--- src/rtl/iz_neuron_array.sv ---
// Time-multiplexed Izhikevich neuron array: one shared datapath fetches a neuron,
// updates it the next cycle, and publishes spikes/membrane bytes when the step ends.
//   state    | meaning
//   S_IDLE   | waiting for step_start with enable
//   S_FETCH  | latch v/u/params/stimulus of neuron r_idx
//   S_UPDATE | compute and write back neuron r_idx
//   S_DONE   | outputs published, step_done pulse
module iz_neuron_array #(
    parameter  int N_NEURONS  = 4,
    parameter  int DATA_W     = 16,
    parameter  int FRAC_BITS  = 6,
    parameter  int PARAM_FRAC = 12,
    parameter  int STIM_W     = 8,
    parameter  int DT_SHIFT   = 2,
    localparam int IDX_W      = $clog2(N_NEURONS)
) (
    input  logic                          clk,
    input  logic                          reset_n,
    input  logic                          enable,
    input  logic                          step_start,
    output logic                          step_busy,
    output logic                          step_done,
    input  logic [N_NEURONS*STIM_W-1:0]   stimulus_input,
    input  logic                          cfg_we,
    output logic                          cfg_ready,
    input  logic [IDX_W-1:0]              cfg_addr,
    input  logic [1:0]                    cfg_sel,
    input  logic [DATA_W-1:0]             cfg_wdata,
    output logic [N_NEURONS-1:0]          neuron_valid,
    output logic [N_NEURONS-1:0]          spike_vec,
    output logic [N_NEURONS*7-1:0]        membrane_bus,
    input  logic [IDX_W-1:0]              stat_addr,
    output logic [DATA_W-1:0]             stat_v,
    output logic [DATA_W-1:0]             stat_u
);

    localparam int ACC_W = 48;
    localparam logic signed [DATA_W-1:0] V_REST   = DATA_W'(-70 * (2 ** FRAC_BITS));
    localparam logic signed [DATA_W-1:0] V_TH     = DATA_W'(30 * (2 ** FRAC_BITS));
    localparam logic signed [ACC_W-1:0]  V_REST_X = ACC_W'(-70 * (2 ** FRAC_BITS));
    localparam logic signed [ACC_W-1:0]  K_140    = ACC_W'(140 * (2 ** FRAC_BITS));
    localparam logic signed [ACC_W-1:0]  K_41     = ACC_W'(41);
    localparam logic signed [ACC_W-1:0]  K_5      = ACC_W'(5);
    localparam logic signed [ACC_W-1:0]  K_127    = ACC_W'(127);
    localparam logic signed [ACC_W-1:0]  SAT_MAX  = ACC_W'((2 ** (DATA_W - 1)) - 1);
    localparam logic signed [ACC_W-1:0]  SAT_MIN  = ACC_W'(-(2 ** (DATA_W - 1)));
    localparam logic [IDX_W:0]           N_LIM    = (IDX_W + 1)'(N_NEURONS);
    localparam logic [IDX_W-1:0]         LAST_IDX = IDX_W'(N_NEURONS - 1);

    typedef enum logic [1:0] {S_IDLE, S_FETCH, S_UPDATE, S_DONE} state_t;

    state_t             r_state, w_state_nxt;
    logic [IDX_W-1:0]   r_idx, w_idx_nxt;
    logic               w_busy, w_done, w_do_fetch, w_do_update, w_last;

    logic [DATA_W-1:0]  r_v  [N_NEURONS];
    logic [DATA_W-1:0]  r_u  [N_NEURONS];
    logic [DATA_W-1:0]  r_pa [N_NEURONS];
    logic [DATA_W-1:0]  r_pb [N_NEURONS];
    logic [DATA_W-1:0]  r_pc [N_NEURONS];
    logic [DATA_W-1:0]  r_pd [N_NEURONS];
    logic [3:0]         r_seen [N_NEURONS];

    logic [DATA_W-1:0]  r_f_v, r_f_u, r_f_a, r_f_b, r_f_c, r_f_d;
    logic [STIM_W-1:0]  r_f_i;
    logic               r_f_valid;

    logic [N_NEURONS-1:0]   r_stg_spk, r_spike_vec, w_stg_spk_nxt;
    logic [N_NEURONS*7-1:0] r_stg_mem, r_membrane, w_stg_mem_nxt;
    logic [DATA_W-1:0]      r_stat_v, r_stat_u;

    logic signed [ACC_W-1:0] w_v, w_u, w_a, w_b, w_c, w_d, w_i;
    logic signed [ACC_W-1:0] w_sq, w_dv, w_vn_raw, w_bv, w_du, w_un_raw, w_vn_x, w_mem_raw;
    logic [DATA_W-1:0]       w_v_new, w_u_new;
    logic                    w_spk, w_cfg_hit;
    logic [6:0]              w_mem;

    function automatic logic [DATA_W-1:0] sat(input logic signed [ACC_W-1:0] x);
        if (x > SAT_MAX)      sat = SAT_MAX[DATA_W-1:0];
        else if (x < SAT_MIN) sat = SAT_MIN[DATA_W-1:0];
        else                  sat = x[DATA_W-1:0];
    endfunction

    always_ff @(posedge clk or negedge reset_n) begin
        if (!reset_n) begin
            r_state <= S_IDLE;
            r_idx   <= '0;
        end else begin
            r_state <= w_state_nxt;
            r_idx   <= w_idx_nxt;
        end
    end

    always_comb begin
        w_state_nxt = r_state;
        w_idx_nxt   = r_idx;
        case (r_state)
            S_IDLE, S_DONE: begin
                if (step_start && enable) begin
                    w_state_nxt = S_FETCH;
                    w_idx_nxt   = '0;
                end else begin
                    w_state_nxt = S_IDLE;
                end
            end
            S_FETCH:  w_state_nxt = S_UPDATE;
            S_UPDATE: begin
                if (r_idx == LAST_IDX) begin
                    w_state_nxt = S_DONE;
                end else begin
                    w_state_nxt = S_FETCH;
                    w_idx_nxt   = r_idx + IDX_W'(1);
                end
            end
            default:  w_state_nxt = S_IDLE;
        endcase
    end

    always_comb begin
        w_busy      = (r_state == S_FETCH) || (r_state == S_UPDATE);
        w_done      = (r_state == S_DONE);
        w_do_fetch  = (r_state == S_FETCH);
        w_do_update = (r_state == S_UPDATE);
        w_last      = w_do_update && (r_idx == LAST_IDX);
    end

    assign step_busy    = w_busy;
    assign step_done    = w_done;
    assign cfg_ready    = !w_busy;
    assign spike_vec    = r_spike_vec;
    assign membrane_bus = r_membrane;
    assign stat_v       = r_stat_v;
    assign stat_u       = r_stat_u;
    assign w_cfg_hit    = cfg_we && !w_busy && ({1'b0, cfg_addr} < N_LIM);

    always_comb begin
        neuron_valid = '0;
        for (int k = 0; k < N_NEURONS; k++) neuron_valid[k] = &r_seen[k];
    end

    always_ff @(posedge clk or negedge reset_n) begin
        if (!reset_n) begin
            for (int k = 0; k < N_NEURONS; k++) begin
                r_v[k]    <= V_REST;
                r_u[k]    <= '0;
                r_pa[k]   <= '0;
                r_pb[k]   <= '0;
                r_pc[k]   <= '0;
                r_pd[k]   <= '0;
                r_seen[k] <= '0;
            end
        end else begin
            if (w_cfg_hit) begin
                case (cfg_sel)
                    2'd0: r_pa[cfg_addr] <= cfg_wdata;
                    2'd1: r_pb[cfg_addr] <= cfg_wdata;
                    2'd2: r_pc[cfg_addr] <= cfg_wdata;
                    2'd3: r_pd[cfg_addr] <= cfg_wdata;
                endcase
                r_seen[cfg_addr][cfg_sel] <= 1'b1;
            end
            if (w_do_update && r_f_valid) begin
                r_v[r_idx] <= w_v_new;
                r_u[r_idx] <= w_u_new;
            end
        end
    end

    always_ff @(posedge clk or negedge reset_n) begin
        if (!reset_n) begin
            r_f_v     <= '0;
            r_f_u     <= '0;
            r_f_a     <= '0;
            r_f_b     <= '0;
            r_f_c     <= '0;
            r_f_d     <= '0;
            r_f_i     <= '0;
            r_f_valid <= 1'b0;
        end else if (w_do_fetch) begin
            r_f_v     <= r_v[r_idx];
            r_f_u     <= r_u[r_idx];
            r_f_a     <= r_pa[r_idx];
            r_f_b     <= r_pb[r_idx];
            r_f_c     <= r_pc[r_idx];
            r_f_d     <= r_pd[r_idx];
            r_f_i     <= stimulus_input[r_idx*STIM_W +: STIM_W];
            r_f_valid <= &r_seen[r_idx];
        end
    end

    // a, b and stimulus are unsigned; v, u, c, d are signed
    always_comb begin
        w_v = {{(ACC_W-DATA_W){r_f_v[DATA_W-1]}}, r_f_v};
        w_u = {{(ACC_W-DATA_W){r_f_u[DATA_W-1]}}, r_f_u};
        w_c = {{(ACC_W-DATA_W){r_f_c[DATA_W-1]}}, r_f_c};
        w_d = {{(ACC_W-DATA_W){r_f_d[DATA_W-1]}}, r_f_d};
        w_a = {{(ACC_W-DATA_W){1'b0}}, r_f_a};
        w_b = {{(ACC_W-DATA_W){1'b0}}, r_f_b};
        w_i = {{(ACC_W-STIM_W){1'b0}}, r_f_i};

        w_sq     = (w_v * w_v * K_41) >>> (FRAC_BITS + 10);
        w_dv     = w_sq + (w_v * K_5) + K_140 - w_u + (w_i <<< FRAC_BITS);
        w_vn_raw = w_v + (w_dv >>> DT_SHIFT);
        w_bv     = (w_b * w_v) >>> PARAM_FRAC;
        w_du     = (w_a * (w_bv - w_u)) >>> PARAM_FRAC;
        w_un_raw = w_u + (w_du >>> DT_SHIFT);

        w_v_new   = r_f_v;
        w_u_new   = r_f_u;
        w_spk     = 1'b0;
        w_mem     = '0;
        w_vn_x    = '0;
        w_mem_raw = '0;
        if (r_f_valid) begin
            if ($signed(r_f_v) >= V_TH) begin
                w_v_new = r_f_c;
                w_u_new = sat(w_u + w_d);
                w_spk   = 1'b1;
                w_mem   = 7'd127;
            end else begin
                w_v_new   = sat(w_vn_raw);
                w_u_new   = sat(w_un_raw);
                w_vn_x    = {{(ACC_W-DATA_W){w_v_new[DATA_W-1]}}, w_v_new};
                w_mem_raw = (w_vn_x - V_REST_X) >>> FRAC_BITS;
                if (w_mem_raw < 0)          w_mem = '0;
                else if (w_mem_raw > K_127) w_mem = 7'd127;
                else                        w_mem = w_mem_raw[6:0];
            end
        end

        w_stg_spk_nxt                 = r_stg_spk;
        w_stg_spk_nxt[r_idx]          = w_spk;
        w_stg_mem_nxt                 = r_stg_mem;
        w_stg_mem_nxt[r_idx*7 +: 7]   = w_mem;
    end

    // the last neuron's result is merged in so every output bit changes on the same edge
    always_ff @(posedge clk or negedge reset_n) begin
        if (!reset_n) begin
            r_stg_spk   <= '0;
            r_stg_mem   <= '0;
            r_spike_vec <= '0;
            r_membrane  <= '0;
        end else if (w_do_update) begin
            r_stg_spk <= w_stg_spk_nxt;
            r_stg_mem <= w_stg_mem_nxt;
            if (w_last) begin
                r_spike_vec <= w_stg_spk_nxt;
                r_membrane  <= w_stg_mem_nxt;
            end
        end
    end

    always_ff @(posedge clk or negedge reset_n) begin
        if (!reset_n) begin
            r_stat_v <= '0;
            r_stat_u <= '0;
        end else if ({1'b0, stat_addr} < N_LIM) begin
            r_stat_v <= r_v[stat_addr];
            r_stat_u <= r_u[stat_addr];
        end else begin
            r_stat_v <= '0;
            r_stat_u <= '0;
        end
    end

endmodule

--- config.mk ---
export PLATFORM = sky130hd
export DESIGN_NAME = iz_neuron_array
export DESIGN_NICKNAME = d
export VERILOG_FILES = /design/src/rtl/iz_neuron_array.sv
export SDC_FILE = /design/constraint.sdc
export NUM_CORES = 2
export LEC_CHECK = 0
export BUFFER_PORTS_ARGS = -buffer_cell sky130_fd_sc_hd__buf_4
export CELL_PAD_IN_SITES_DETAIL_PLACEMENT = 1
export CELL_PAD_IN_SITES_GLOBAL_PLACEMENT = 2
export CORE_MARGIN = 2
export CORE_UTILIZATION = 40
export CTS_BUF_LIST = sky130_fd_sc_hd__clkbuf_16
export DETAILED_ROUTE_END_ITERATION = 10
export PLACE_DENSITY = 0.82
export SLEW_MARGIN = 20
export SYNTH_ARGS = -nofsm -noshare
export SYNTH_HDL_FRONTEND = slang
export SYNTH_SLANG_ARGS = --single-unit
--- constraint.sdc ---
create_clock -name clk -period 23.4 [get_ports clk]
set_clock_uncertainty 0.15 [all_clocks]
set_input_delay 7.02 -clock clk [delete_from_list [all_inputs] [get_ports clk]]
set_output_delay 7.02 -clock clk [all_outputs]
set_load 0.02 [all_outputs]
; Yosys cells after proc, flatten, opt, wreduce, memory -nomap -nowiden
; Index checks and enable logic that the tools add are counted.
[word_totals]
regBits = 605
input_bits = 59
out_inout_bits = 71
wordCells = 189
[op_classes]
addsub = 11
multipliers = 6
order_cmp = 18
eq_ne = 9
n_shift = 3
n_mux = 69
n_bitwise = 4
reduce_logical = 25
[op_table]
columns = op, count
row1 = $mux 16, 30
row2 = $bwmux 64, 6
row3 = $bmux 16 s2, 8
row4 = $demux 16 s2, 2
row5 = $add 16x25->26, 2
row6 = $gt 26x16->1 const B, 2
row7 = $lt 26x16->1 const B, 2
row8 = $mul 17x22->39, 1
row9 = $mul 32x7->39 const B, 1
row10 = $neg 5->34, 1
row11 = $shift 7x34->28 const A, 1
row12 = $shiftx 7x34->28, 1
row13 = $mul 17x16->33, 1
row14 = $mul 16x16->32, 1
row15 = $shiftx 32x6->8, 1
row16 = $bwmux 28, 1
row17 = $mux 7, 4
row18 = $add 26x15->27, 1
row19 = $sub 25x16->26, 1
row20 = $add 24x15->25 const B, 1
row21 = $add 23x20->24, 1
row22 = $sub 21x16->22, 1
row23 = $mul 16x4->20 const B, 1
row24 = $reduce_and 4->1, 5
row25 = other kinds (35), 69

; Longest topological paths before layout
[logic_depth]
depth_word = 20
depth_mapped = 77
depth_no_buf = 73

; Least setup slack after synthesis
; Ideal clock, no wire load.
[synth_timing]
path_kind = register to register
from = register r_f_v[15]
to = register r_membrane[21], in the netlist membrane_bus[21]
t_arrival_ns = 16.751
required_time_ns = 23.132
setup_slack_ns = 6.381
path_stages_with_launch = 71
path_cell_list = dfrtp_1 > clkinv_1 > clkbuf_1 > nor2_1 > fa_1 > inv_1 > fa_1 > fa_1 > inv_1 > fa_1 > fa_1 > inv_1 > fa_1 > inv_1 > ha_1 > a21o_1 > a21o_1 > a21o_1 > [... 35 more ...] > a21oi_1 > o22ai_1 > o41ai_1 > nand3_1 > xnor2_1 > o2111ai_1 > or4_1 > buf_2 > nand2_1 > a21boi_0 > ha_1 > and2_1 > nand4_1 > a211oi_4 > o211ai_2 > or3b_4 > and2_1 > a21o_1
[synth_between]
elab_chain_len = 20
word_cells_on_any_way = 24
classes_between = add/sub (6) / mul (3) / order compare (5) / shift (1) / mux (9)
[synth_lines]
columns = item, line_no
row1 = "start, declared", 64  ; logic [DATA_W-1:0] r_f_v, r_f_u, r_f_a, r_f_b, r_f_c, r_f_d;
row2 = "start signal, assigned", 180  ; r_f_v <= r_v[r_idx];
row3 = $mul 16x16->32, 201  ; w_sq = (w_v * w_v * K_41) >>> (FRAC_BITS + 10);
row4 = $mul 32x7->39, 201
row5 = $add 23x20->24, 202  ; w_dv = w_sq + (w_v * K_5) + K_140 - w_u + (w_i <<< FRAC_BITS);
row6 = $add 24x15->25, 202
row7 = $sub 25x16->26, 202
row8 = $add 26x15->27, 202
row9 = $add 16x25->26, 203  ; w_vn_raw = w_v + (w_dv >>> DT_SHIFT);
row10 = $lt 26x16->1, 80  ; else if (x < SAT_MIN) sat = SAT_MIN[DATA_W-1:0];
row11 = [... 4 more ...], n/a
row12 = $sub 16x14->17, 224  ; w_mem_raw = (w_vn_x - V_REST_X) >>> FRAC_BITS;
row13 = $gt 11x8->1, 226  ; else if (w_mem_raw > K_127) w_mem = 7'd127;
row14 = $mux 7, 226
row15 = $mux 7, 225  ; if (w_mem_raw < 0) w_mem = '0;
row16 = $mux 7 (*), 215  ; if ($signed(r_f_v) >= V_TH) begin
row17 = $mux 7 (*), 214  ; if (r_f_valid) begin
row18 = $shiftx 7x34->28 (*), 234  ; w_stg_mem_nxt[r_idx*7 +: 7] = w_mem;
row19 = $bwmux 28 (*), 234
row20 = "end signal, assigned", 249  ; r_membrane <= w_stg_mem_nxt;
row21 = "end, declared", 69  ; logic [N_NEURONS*7-1:0] r_stg_mem, r_membrane, w_stg_mem_nxt;
; Every way passes the cells marked *; elsewhere a longest branch is shown, timed or not. The select of a mux whose other input is x is not followed.
; A chain may end at the register's enable or synchronous reset.

; Worst setup path in the final report
[layout_timing]
from = register r_f_v[6]
to = register r_membrane[21], in the netlist membrane_bus[21]
; Same word-level chain as after synthesis.

==> metrics.md <==
| Metric | Value |
|---|---|
| Status | completed |
| CP Capture Type | flop |
| Hpwl dp | between 100 and 150 mm |
| I/O Buffers | 129 |
| Core ar. | approximately 160000 um^2 |
| # nets final | 7967 |
| Vias in the first global route | 52240 |
| CP max FO | 21 |
| RR Endpoint | membrane_bus[21]$_DFFE_PN0P_ |
| Critical path's slowest cell | dfrtp_1 |
| Tightest Pin Transition | 1.093 ns |
| Final Wtd Congestion | 0.8657 |
| Root Driver | clkbuf_16 |
| Initial antenna violation count | 5 |
| Std cell rows | 148 |
| Synth Instances | 6444 |
| Sequential area share after synthesis | 0.2282 |
| FF-to-FF setup slack | about 4.3 ns |
| CTS Sinks | 597 |
| CP max stage delay | ~0.84 ns |
| CTS max path bufs | 3 |
| WHS Endpoint | r_seen[7]$_DFFE_PN0P_ |
| Final WL | 190.2 mm |
| GRT Resource Usage Total | 0.2321 |
| Largest net degree at the start of global routing | 92 |
| Post-synth ARST share | 1.000 |
| Relative slew slack | 0.2692 |
| Latest clock arrival within the worst-skew pair | roughly 0.66 ns |
| Mean Syn Cell Area | 10.18 um^2 |
| Setup TNS | 0 ns |
| Cell Area, Synth | 65610 um^2 |
| DRC viols | 0 |
| Worst Hold Class | flop to flop |
| Initial drt markers | 2210 |
| Die ar. | 167300 um^2 |
| Yosys cell types | 85 |
| Pins Over Slew Limit | 0 |
| Hold Vio Cnt, Final | 0 |
| Fillers | about 18000 |
| Hold Path Origin | r_seen[7]$_DFFE_PN0P_ |
| Syn. warnings | 0 |
| Synthesized net count | 7943 |
| RSZ-0062 raised after global routing | no |
| Max-cap viol count | 0 |
| Reg2Reg Launch Point | r_f_v[6]$_DFFE_PN0N_ |
| Final worst-path cycle share | 0.8158 |
| CP Class | flop to flop |
| CTS tree | yes |
| Remaining Overflow, GRT | 0 |
| WP data arrival | 19.50 ns |
| Startpoint Class | flop |
| Share of layout cells above drive strength 1 | 0.1354 |
| Total CTS buffers | 61 |
| Max Freq | about 52 MHz |
| Hold buffers post-CTS | 0 |
| Post-CTS Repair Setup Buffers | 0 |
| Post-synth EDFFs | 0 |
| I/O pins | 130 |
| R2r worst-path depth | 69 |
| Initial Util | 0.4031 |
| Clock slew at reported path FFs | 0.07 ns |
| Post-DR wirelength/cell | roughly 22 um |
| Die width | 409.0 um |
| First-pass GRT wire length | 304.0 mm |
| Worst EP required | approximately 24 ns |
| Final Critical Period | 19.09 ns |
| Post-synth top flop | dfrtp_1 |
| Yosys reg bits | 597 |
| Post_cts resized | 0 |
| Remaining antenna violation count | 0 |
| Vias | 46350 |
| Hold Path Depth | 1 |
| CP most frequent cell | inv_1 |
| DIE HEIGHT | 409.0 um |
| Via density | 5.332 |
| Detailed Routing Iterations Pass 1 | 6 |
| CTS H-tree lvls | 2 |
| Final setup viols | 0 |
| Area Overhead vs Synth | 8.438% |
## how the worst max path moves through the flow
| stage | start | to | slack (ns) | depth (start not counted) |
|---|---|---|---|---|
| final | r_f_v[6]$_DFFE_PN0N_ | membrane_bus[21]$_DFFE_PN0P_ | 4.31 | 69 |
| after detailed placement | r_f_v[6]$_DFFE_PN0N_ | membrane_bus[21]$_DFFE_PN0P_ | 4.44 | 69 |
| after CTS | r_f_v[6]$_DFFE_PN0N_ | membrane_bus[21]$_DFFE_PN0P_ | 4.38 | 69 |
| after floorplan | r_f_v[15]$_DFFE_PN0N_ | membrane_bus[21]$_DFFE_PN0P_ | 6.38 | 70 |
| after global placement | r_f_v[6]$_DFFE_PN0N_ | membrane_bus[21]$_DFFE_PN0P_ | 4.81 | 69 |
| after global routing | r_f_v[6]$_DFFE_PN0N_ | r_stg_mem[3]$_DFFE_PN0P_ | 3.08 | 68 |
## cell usage after synthesis (75+ instances only)
library cell / instances / share of area
clkbuf_1: 237 / 0.014
and2_1: 271 / 0.026
nor2_1: 199 / 0.011
a21oi_1: 178 / 0.014
inv_1: 1175 / 0.067
mux2_2: 344 / 0.059
xnor2_1: 147 / 0.020
mux4_2: 137 / 0.047
fa_1: 858 / 0.26
dfrtp_1: 569 / 0.22
nand2_1: 715 / 0.041
o31ai_1: 75 / 0.0086
o21ai_0: 220 / 0.017
ha_1: 582 / 0.11
## cells in the final DEF, fill, tap and decap left out, types with 13 or more instances in the layout
| master | Yosys | layout |
|---|---|---|
| a211oi_1 | 23 | 23 |
| a21o_1 | 60 | 60 |
| a21oi_1 | 178 | 178 |
| a31oi_1 | 29 | 29 |
| and2_1 | 271 | 271 |
| and3_1 | 19 | 19 |
| buf_4 | 0 | 221 |
| clkbuf_16 | 0 | 61 |
| clkinv_1 | 2 | 13 |
| dfrtp_1 | 569 | 566 |
| dfstp_2 | 28 | 28 |
| fa_1 | 858 | 858 |
| ha_1 | 582 | 581 |
| inv_1 | 1175 | 1191 |
| mux2_2 | 344 | 344 |
| mux4_2 | 137 | 137 |
| nand2_1 | 715 | 713 |
| nand2b_1 | 51 | 51 |
| nand3_1 | 52 | 49 |
| nand4_1 | 14 | 14 |
| nor2_1 | 199 | 199 |
| nor2b_1 | 43 | 43 |
| nor3_1 | 53 | 52 |
| nor3b_1 | 18 | 18 |
| o21a_1 | 36 | 36 |
| o21ai_0 | 220 | 219 |
| o21bai_1 | 15 | 15 |
| o22ai_1 | 17 | 17 |
| o31ai_1 | 75 | 73 |
| or2_2 | 25 | 25 |
| or3_1 | 15 | 15 |
| xnor2_1 | 147 | 142 |
| xor2_1 | 52 | 50 |
## per-layer routing
layer,vias to the layer above,share of wire,track usage
met5,-,0,0
met4,0,0.028,0.06089
met3,239,0.042,0.02817
met2,795,0.48,0.3925
met1,24570,0.45,0.3150
li1,20750,-,-
## cells by family (layout without fill, tap and decap cells)
| kind of cell | count (synthesis) | after routing | synth area share |
|---|---|---|---|
| simple gates | 1517 | 1517 | 0.1091 |
| buf+inv | 1441 | 1513 | 0.08265 |
| fa+ha+maj | 1440 | 1440 | 0.3728 |
| compound gates | 760 | 760 | 0.07334 |
| flops | 597 | 597 | 0.2282 |
| mux | 489 | 489 | 0.1073 |
| xor+xnor | 199 | 199 | 0.02656 |
| other cells | 1 | 4 | 0.00005715 |
## registers in the layout, indices dropped and copies added (netlist names), 21 cells and up
| register | cells |
|---|---|
| r_v | 64 |
| r_pa | 64 |
| membrane_bus | 28 |
| r_pb | 64 |
| r_pc | 64 |
| r_pd | 64 |
| r_u | 64 |
| r_stg_mem | 21 |
## worst max-delay path, delay by kind of cell, from the launching register on
kind	cells	cell delay, ns
AO/OA/AOI/OAI	17	4.63
adder cells (fa/ha/maj)	19	7.77
XOR/XNOR	4	0.82
AND/OR/NAND/NOR	17	3.71
flip-flops	1	0.84
buffers and inverters	12	1.05
## final cells by class
cell class | instances | area (um^2) | share of cell area
timing repair buffer | 225 | 1728 | 0.02429
clock buffer | 61 | 1526 | 0.02145
multi-input combinational | 4406 | 45350 | 0.6375
antenna | 3 | 7.507 | 0.0001055
sequential | 597 | 14980 | 0.2106
clock inverter | 50 | 410.4 | 0.005768
tap | 2175 | 2721 | 0.03825
inverter | 1177 | 4418 | 0.06209
## per-stage QoR
step                      hold WS, ns  cell area [um^2]  worst slack [ns]  utilization  instances
final                          0.3200             71150             4.309       0.4371       8694
after global placement         0.2923             69140             4.813       0.4248       8578
after detailed placement       0.2955             69160             4.436       0.4249       8579
after global routing           0.3203             71140             3.081       0.4371       8691
after floorplan                0.2758             65610             6.381            -       6444
after CTS                      0.3159             71100             4.379       0.4368       8690
Power is left out: the tool's default activity adds up to more than one toggle a clock period on the data nets, which glitch-free logic cannot reach.
